--- config.mk ---
export PLATFORM = sky130hd
export DESIGN_NAME = draw_sprites_flat
export DESIGN_NICKNAME = d
export VERILOG_FILES = /design/src/rtl/vga_pkg.sv /design/src/rtl/vga_if.sv /design/src/rtl/sprite_hit.sv /design/src/rtl/draw_sprites.sv /design/src/flat_wrapper.sv
export SDC_FILE = /design/constraint.sdc
export NUM_CORES = 1
export LEC_CHECK = 0
export CAP_MARGIN = 25
export CORE_MARGIN = 2
export CORE_UTILIZATION = 54
export CTS_CLUSTER_DIAMETER = 60
export CTS_CLUSTER_SIZE = 14
export DETAILED_ROUTE_END_ITERATION = 7
export PLACE_DENSITY = 0.9
export SLEW_MARGIN = 20
export SYNTH_ARGS = -nofsm -noshare
export SYNTH_HDL_FRONTEND = slang
export SYNTH_SLANG_ARGS = --single-unit
--- constraint.sdc ---
create_clock -name clk -period 4.4 [get_ports clk]
set_clock_uncertainty 0.1 [all_clocks]
set_input_delay 0.88 -clock clk [delete_from_list [all_inputs] [get_ports clk]]
set_output_delay 0.88 -clock clk [all_outputs]
set_load 0.005 [all_outputs]
--- src/rtl/vga_pkg.sv ---
// VGA timing constants and shared pixel-stream/sprite types for the 800x600 @ 40 MHz pipeline.
package vga_pkg;
  localparam int HOR_PIXELS = 800;
  localparam int VER_PIXELS = 600;
  localparam int HOR_TOTAL  = 1056;
  localparam int VER_TOTAL  = 628;

  typedef struct packed {
    logic [11:0] x;
    logic [11:0] y;
  } sprite_pos_t;

  typedef struct packed {
    logic [10:0] hcount;
    logic [10:0] vcount;
    logic        hsync;
    logic        vsync;
    logic        hblnk;
    logic        vblnk;
    logic [11:0] rgb;
  } vga_t;

  // Hit tests run in 13 bits so x + width never wraps.
  function automatic logic [12:0] ext13(input logic [11:0] v);
    return {1'b0, v};
  endfunction
endpackage

--- src/rtl/vga_if.sv ---
// VGA timing-plus-colour stream passed between pipeline stages.
interface vga_if;
  logic [10:0] hcount;
  logic [10:0] vcount;
  logic        hsync;
  logic        vsync;
  logic        hblnk;
  logic        vblnk;
  logic [11:0] rgb;

  modport in  (input  hcount, vcount, hsync, vsync, hblnk, vblnk, rgb);
  modport out (output hcount, vcount, hsync, vsync, hblnk, vblnk, rgb);
endinterface

--- src/rtl/sprite_hit.sv ---
// Per-channel sprite hit test and ROM address generation, registered (pipeline stage 1).
module sprite_hit
  import vga_pkg::*;
#(
  parameter int SPR_W  = 64,
  parameter int SPR_H  = 64,
  parameter int ADDR_W = 12
) (
  input  logic              clk,
  input  logic              rst_n,
  input  logic [10:0]       hcount_i,
  input  logic [10:0]       vcount_i,
  input  logic              hblnk_i,
  input  logic              vblnk_i,
  input  sprite_pos_t       pos_i,
  input  logic              en_i,
  output logic              hit_o,
  output logic [ADDR_W-1:0] addr_o
);
  logic [12:0]       h, v, x, y, rel_x, rel_y;
  logic              hit_d, hit_q;
  logic [ADDR_W-1:0] addr_d, addr_q;

  always_comb begin
    h      = ext13({1'b0, hcount_i});
    v      = ext13({1'b0, vcount_i});
    x      = ext13(pos_i.x);
    y      = ext13(pos_i.y);
    rel_x  = h - x;
    rel_y  = v - y;
    hit_d  = en_i && !hblnk_i && !vblnk_i &&
             (h >= x) && (h < x + 13'(SPR_W)) &&
             (v >= y) && (v < y + 13'(SPR_H));
    addr_d = hit_d ? ADDR_W'(rel_y * 13'(SPR_W) + rel_x) : '0;
  end

  always_ff @(posedge clk or negedge rst_n) begin
    if (!rst_n) begin
      hit_q  <= 1'b0;
      addr_q <= '0;
    end else begin
      hit_q  <= hit_d;
      addr_q <= addr_d;
    end
  end

  assign hit_o  = hit_q;
  assign addr_o = addr_q;
endmodule

--- src/rtl/draw_sprites.sv ---
// N-channel sprite compositor, 3-cycle latency, lowest channel index on top.
// Optional colour-key transparency is built when SPRITE_TRANSPARENCY_EN is defined.
module draw_sprites
  import vga_pkg::*;
#(
  parameter int          N_SPRITES = 4,
  parameter int          SPR_W     = 64,
  parameter int          SPR_H     = 64,
  parameter int          ADDR_W    = 12,
  parameter logic [11:0] KEY_COLOR = 12'hF0F
) (
  input  logic                             clk,
  input  logic                             rst_n,
  vga_if.in                                vga_in,
  vga_if.out                               vga_out,
  input  logic [N_SPRITES-1:0][11:0]       xpos_i,
  input  logic [N_SPRITES-1:0][11:0]       ypos_i,
  input  logic [N_SPRITES-1:0]             enable_i,
  output logic [N_SPRITES-1:0][ADDR_W-1:0] rgb_address_o,
  input  logic [N_SPRITES-1:0][11:0]       rgb_pixel_i
);
  sprite_pos_t [N_SPRITES-1:0] pos_q, pos_d;
  logic [N_SPRITES-1:0]        en_q, en_d;
  logic [N_SPRITES-1:0]        hit1, hit2_q, vis;
  logic                        vblnk_prev_q, capture;
  vga_t                        pix_in, s1_q, s2_q, out_q, out_d;

  always_comb begin
    pix_in.hcount = vga_in.hcount;
    pix_in.vcount = vga_in.vcount;
    pix_in.hsync  = vga_in.hsync;
    pix_in.vsync  = vga_in.vsync;
    pix_in.hblnk  = vga_in.hblnk;
    pix_in.vblnk  = vga_in.vblnk;
    pix_in.rgb    = vga_in.rgb;
  end

  // Positions only change at the start of vertical blanking so a frame never tears.
  assign capture = vga_in.vblnk && !vblnk_prev_q;
  assign en_d    = capture ? enable_i : en_q;

  genvar gi;
  for (gi = 0; gi < N_SPRITES; gi++) begin : g_chan
    assign pos_d[gi] = capture ? sprite_pos_t'{x: xpos_i[gi], y: ypos_i[gi]} : pos_q[gi];

    sprite_hit #(
      .SPR_W (SPR_W),
      .SPR_H (SPR_H),
      .ADDR_W(ADDR_W)
    ) u_hit (
      .clk     (clk),
      .rst_n   (rst_n),
      .hcount_i(vga_in.hcount),
      .vcount_i(vga_in.vcount),
      .hblnk_i (vga_in.hblnk),
      .vblnk_i (vga_in.vblnk),
      .pos_i   (pos_q[gi]),
      .en_i    (en_q[gi]),
      .hit_o   (hit1[gi]),
      .addr_o  (rgb_address_o[gi])
    );

`ifdef SPRITE_TRANSPARENCY_EN
    assign vis[gi] = hit2_q[gi] && (rgb_pixel_i[gi] != KEY_COLOR);
`else
    logic unused_key;
    assign unused_key = ^KEY_COLOR;
    assign vis[gi]    = hit2_q[gi];
`endif
  end

  always_comb begin
    out_d = s2_q;
    for (int i = N_SPRITES - 1; i >= 0; i--) begin
      if (vis[i]) out_d.rgb = rgb_pixel_i[i];
    end
  end

  always_ff @(posedge clk or negedge rst_n) begin
    if (!rst_n) begin
      vblnk_prev_q <= 1'b0;
      pos_q        <= '0;
      en_q         <= '0;
      hit2_q       <= '0;
      s1_q         <= '0;
      s2_q         <= '0;
      out_q        <= '0;
    end else begin
      vblnk_prev_q <= vga_in.vblnk;
      pos_q        <= pos_d;
      en_q         <= en_d;
      hit2_q       <= hit1;
      s1_q         <= pix_in;
      s2_q         <= s1_q;
      out_q        <= out_d;
    end
  end

  assign vga_out.hcount = out_q.hcount;
  assign vga_out.vcount = out_q.vcount;
  assign vga_out.hsync  = out_q.hsync;
  assign vga_out.vsync  = out_q.vsync;
  assign vga_out.hblnk  = out_q.hblnk;
  assign vga_out.vblnk  = out_q.vblnk;
  assign vga_out.rgb    = out_q.rgb;
endmodule

--- src/flat_wrapper.sv ---
// flat-port wrapper written by rule: the top's interface ports become plain ports
module draw_sprites_flat import vga_pkg::*;
#(
  parameter int          N_SPRITES = 4,
  parameter int          SPR_W     = 64,
  parameter int          SPR_H     = 64,
  parameter int          ADDR_W    = 12,
  parameter logic [11:0] KEY_COLOR = 12'hF0F
)
  (clk, rst_n, xpos_i, ypos_i, enable_i, rgb_address_o, rgb_pixel_i, vga_in_hcount, vga_in_vcount, vga_in_hsync, vga_in_vsync, vga_in_hblnk, vga_in_vblnk, vga_in_rgb, vga_out_hcount, vga_out_vcount, vga_out_hsync, vga_out_vsync, vga_out_hblnk, vga_out_vblnk, vga_out_rgb);
  vga_if vga_in_i ();
  vga_if vga_out_i ();
  input  logic clk;
  input  logic rst_n;
  input  logic [N_SPRITES-1:0][11:0] xpos_i;
  input  logic [N_SPRITES-1:0][11:0] ypos_i;
  input  logic [N_SPRITES-1:0] enable_i;
  output logic [N_SPRITES-1:0][ADDR_W-1:0] rgb_address_o;
  input  logic [N_SPRITES-1:0][11:0] rgb_pixel_i;
  input wire logic [$bits(vga_in_i.hcount)-1:0] vga_in_hcount;
  input wire logic [$bits(vga_in_i.vcount)-1:0] vga_in_vcount;
  input wire logic [$bits(vga_in_i.hsync)-1:0] vga_in_hsync;
  input wire logic [$bits(vga_in_i.vsync)-1:0] vga_in_vsync;
  input wire logic [$bits(vga_in_i.hblnk)-1:0] vga_in_hblnk;
  input wire logic [$bits(vga_in_i.vblnk)-1:0] vga_in_vblnk;
  input wire logic [$bits(vga_in_i.rgb)-1:0] vga_in_rgb;
  output wire logic [$bits(vga_out_i.hcount)-1:0] vga_out_hcount;
  output wire logic [$bits(vga_out_i.vcount)-1:0] vga_out_vcount;
  output wire logic [$bits(vga_out_i.hsync)-1:0] vga_out_hsync;
  output wire logic [$bits(vga_out_i.vsync)-1:0] vga_out_vsync;
  output wire logic [$bits(vga_out_i.hblnk)-1:0] vga_out_hblnk;
  output wire logic [$bits(vga_out_i.vblnk)-1:0] vga_out_vblnk;
  output wire logic [$bits(vga_out_i.rgb)-1:0] vga_out_rgb;
  assign vga_in_i.hcount = vga_in_hcount;
  assign vga_in_i.vcount = vga_in_vcount;
  assign vga_in_i.hsync = vga_in_hsync;
  assign vga_in_i.vsync = vga_in_vsync;
  assign vga_in_i.hblnk = vga_in_hblnk;
  assign vga_in_i.vblnk = vga_in_vblnk;
  assign vga_in_i.rgb = vga_in_rgb;
  assign vga_out_hcount = vga_out_i.hcount;
  assign vga_out_vcount = vga_out_i.vcount;
  assign vga_out_hsync = vga_out_i.hsync;
  assign vga_out_vsync = vga_out_i.vsync;
  assign vga_out_hblnk = vga_out_i.hblnk;
  assign vga_out_vblnk = vga_out_i.vblnk;
  assign vga_out_rgb = vga_out_i.rgb;
  draw_sprites #(.N_SPRITES(N_SPRITES), .SPR_W(SPR_W), .SPR_H(SPR_H), .ADDR_W(ADDR_W), .KEY_COLOR(KEY_COLOR)) u_core (.clk(clk), .rst_n(rst_n), .vga_in(vga_in_i), .vga_out(vga_out_i), .xpos_i(xpos_i), .ypos_i(ypos_i), .enable_i(enable_i), .rgb_address_o(rgb_address_o), .rgb_pixel_i(rgb_pixel_i));
endmodule
==> impl_metrics.py, run 1 <==
metrics = {
    "sta": {
        "slew_violations": 0,
        "max_slew.worst_pin.slew_ps": 844,
        "finalHoldViolations": 0,
        "slew_headroom_pct": 43.7,
        "period_needed_ps": 3930,
        "fmaxAchievable_ghz": 0.254,
        "fin_crit_sh_pct": 89.4,
        "setup_viol": 0,
        "rsz0062_at_grt": "no",
        "fin_ws_ps": 466,
        "fin_tns_setup_ps": 0,
    },
    "synthesis": {
        "syn_nets": 1863,
        "ys_async_sr_fraction_pct": 100,
        "synth_cells": 1447,
        "post_synth.cell_area_avg_sq_um": 10.5,
        "synth.cell_area_sq_um": 15200,
        "synth_seq_cells": 270,
        "yosysWarningCount": 0,
        "synth-main-ff-cell": "dfrtp_1",
        "synthTopCellsByArea": "dfrtp_1, ha_1, fa_1, o21ai_0, inv_1",
        "synth.distinct_cells": 58,
        "ys_seq_area_share_pct": 44.4,
        "netlist.top_cell.by_area": "dfrtp_1",
        "synth-edff-count": 0,
        "synth.top_cell.area_share_pct": 44.4,
    },
    "global_route": {
        "grt_max_degree": 181,
        "grt-ovfl-total": 0,
        "grt_pass1_wl_microns": 60300,
        "grt_pass1_vias": 12000,
        "track_usage_pct": 26.2,
        "antenna_found_initial": 0,
    },
    "layout": {
        "nets": 2166,
        "antennaDiodeCount": 0,
        "seqCellArea_sq_um": 6760,
        "n_fill_cell": 2046,
        "postLayoutCellArea_sq_um": 19300,
        "final-instance-count-excl-fill": 2138,
        "area_growth_pct": 27.1,
        "layout-drive-gt1-share_pct": 5.63,
        "multi_input_area_sq_um": 7760,
    },
    "power": {
        "fin_total_pwr_mw": 7.51,
        "ir_drop_mv": 0.269,
        "p_per_area_nw_per_um2": 389,
        "power_leakage_nw": 8.81,
    },
    "clock_network": {
        "clock_sinks": 270,
        "cts_setup_buffers": 0,
        "htree_levels": 1,
        "clk_pin_slew_ps": 70,
        "clk_path_buf_depth": 3,
        "cts-root-buf": "clkbuf_16",
        "clock_latency_ps": 550,
        "cts_inserted_buffers": 26,
        "ctsHoldBuffers": 0,
        "cts_resized": 0,
        "cts_tree": "yes",
    },
    "routing": {
        "met1Wirelength_microns": 16100,
        "first_pass_iters": 7,
        "wl_met2_microns": 18500,
        "vias": 11600,
        "drtIter0Drc": 624,
        "wl_met3_microns": 2800,
        "top_layer_used": "met4",
        "post_drt_via_cell_ratio": 5.45,
        "ant_nets": 0,
        "wirelength_microns": 38900,
        "routedWlPerCell_microns": 18.2,
        "route.detailed.drc": 0,
    },
    "floorplan": {
        "die_w_microns": 172,
        "coreArea_sq_um": 27800,
        "num_io_pins": 274,
        "dieHeight_microns": 172,
        "rows": 61,
        "die_area_sq_um": 29500,
        "start_util_pct": 54.7,
    },
    "place": {
        "place_congestion": 0.923,
        "placed_area_sq_um": 18600,
        "placed_cells": 2100,
        "hpwl_microns": 30100,
        "io_buffers": 273,
        "dpl_worst_slack_ps": -77.7,
    },
    "job": {
        "maxCapViolCount": 0,
    },
    "status": {
        "status": "finished clean",
    },
    "worst_setup_path": {
        "worst_ep_arrival_time_ps": 4260,
        "cp-start-kind": "input pin",
        "cp.required_ps": 4730,
        "r2r_setup_slack_ps": 1080,
        "critical_path_class": "input pin to register",
        "critPathCaptureType": "register",
        "path_max_fanout": 4,
    },
    "worst_hold_path": {
        "worstHoldPathType": "register to register",
    },
}
==> through the flow <==
stage | hold slack, ps | util, %
floorplan | 231 | -
global placement | 231 | 66.9
CTS | 244 | 69.5
global route | 251 | 69.5
finish | 243 | 69.5
detailed placement | 235 | 66.9
==> registers in the layout (all words and copies together), names as in the netlist <==
| name | cells |
|---|---|
| u_core.vga_out.hsync | 1 |
| u_core.vga_out.hcount | 11 |
| u_core.s1_q | 37 |
| u_core.vga_out.vblnk | 1 |
| u_core.g_chan.u_hit.hit_o | 4 |
| u_core.pos_q | 96 |
| u_core.hit2_q | 4 |
| u_core.vga_out.hblnk | 1 |
| u_core.vblnk_prev_q | 1 |
| u_core.en_q | 4 |
| u_core.s2_q | 12 |
| u_core.vga_out.rgb | 12 |
| u_core.out_d | 26 |
| u_core.vga_out.vsync | 1 |
| u_core.g_chan.u_hit.addr_o | 48 |
| u_core.vga_out.vcount | 11 |
==> metal layers <==
metal / vias up / GRT usage, %
met2: 417 / 44.9
met5: - / 0
li1: 5531 / -
met4: 0 / 10.6
met1: 5584 / 32.5
met3: 113 / 5.15
==> cell usage in the layout (no fill, tap or decap), types with 9 or more instances in the layout <==
cell type and n:
nor2b_1 15, a21oi_1 84, nor2_1 85, nand4_1 16, nand2b_1 27, inv_1 149
xnor2_1 54, mux2_2 22, a31oi_1 9, clkdlybuf4s50_1 272, nand2_1 120, ha_1 180
clkbuf_16 26, dfrtp_1 270, nor3_1 16, a21o_1 25, xor2_1 16, o21ai_0 126
buf_4 30, mux2i_1 19, fa_1 48, o21a_1 9, nand3_1 33
==> where the power goes <==
part	internal [mW]	switching (mW)	total (mW)	leakage, nW
combinational	1.27	1.42	2.69	5.12
clock	1.08	0.961	2.04	0.364
sequential	2.66	0.115	2.78	3.33
==> worst paths after layout <==
check | start | end | cells after the start
worst min-delay path | u_core.out_d[28] | u_core.vga_out.hcount[1] | 0
worst max register to register | u_core.pos_q[0] | u_core.g_chan[0].u_hit.addr_o[11] | 13
worst min register to register | u_core.out_d[28] | u_core.vga_out.hcount[1] | 0
max in group asynchronous | rst_n | u_core.pos_q[58] | 2
worst max-delay path | vga_in_vcount[0] | u_core.g_chan[0].u_hit.addr_o[11] | 15
min in group asynchronous | rst_n | u_core.s1_q[2] | 1
==> cell usage after synthesis, types with 4 or more instances <==
| library cell | n |
|---|---|
| buf_2 | 4 |
| mux2i_1 | 19 |
| nor2b_1 | 16 |
| dfrtp_1 | 270 |
| o211ai_1 | 6 |
| nand3_1 | 33 |
| buf_1 | 4 |
| nor2_1 | 85 |
| inv_1 | 149 |
| xor2_1 | 16 |
| nand4_1 | 16 |
| clkbuf_1 | 22 |
| nand2b_1 | 27 |
| nor3_1 | 16 |
| and2_1 | 8 |
| a31oi_1 | 9 |
| and3_1 | 7 |
| o21a_1 | 9 |
| nand2_1 | 120 |
| o21ai_0 | 126 |
| xnor2_1 | 54 |
| o22ai_1 | 4 |
| a21oi_1 | 84 |
| ha_1 | 180 |
| o31a_1 | 5 |
| a211oi_1 | 4 |
| a21o_1 | 25 |
| mux2_2 | 22 |
| a2111oi_0 | 4 |
| o2111ai_1 | 5 |
| fa_1 | 48 |
| a2111o_1 | 4 |
| a221oi_1 | 4 |
==> logic make-up after synthesis <==
group | synth area share [%]
AO/OA/AOI/OAI | 12.1
multiplexers | 2.88
AND/OR/NAND/NOR | 10.9
flip-flops | 44.4
buffers and inverters | 4.53
adder cells (fa/ha/maj) | 21.1
XOR/XNOR | 4.03
==> worst max-delay path, stage by stage <==
cell and delay (ps):
clkdlybuf4s50_1 430, inv_1 210, ha_1 180, inv_1 40
fa_1 390, xor2_1 200, fa_1 450, ha_1 360
buf_4 170, and4_1 160, o21ai_0 140, a21oi_1 120
a211oi_1 280, xnor2_1 170, nor2_1 70
==> final cells by class <==
| cell class | instances | share of cell area [%] |
|---|---|---|
| clock inverter | 11 | 0.460 |
| inverter | 149 | 2.90 |
| timing repair buffer | 306 | 15.6 |
| tap | 378 | 2.45 |
| clock buffer | 27 | 3.39 |
| sequential | 270 | 35.0 |
| multi-input combinational | 997 | 40.2 |
(Power assumes the default switching activity.)
==> inputs of run 2 (changes only) <==
HOLD_SLACK_MARGIN = 0.05   (was default)
==> results of run 2 <==
Final layout, timing and power as in run 1 (identical DEF).
==> inputs of run 3 (changes only) <==
CAP_MARGIN = 20   (was 25)
==> results of run 3 <==
Final layout, timing and power as in run 1 (identical DEF).
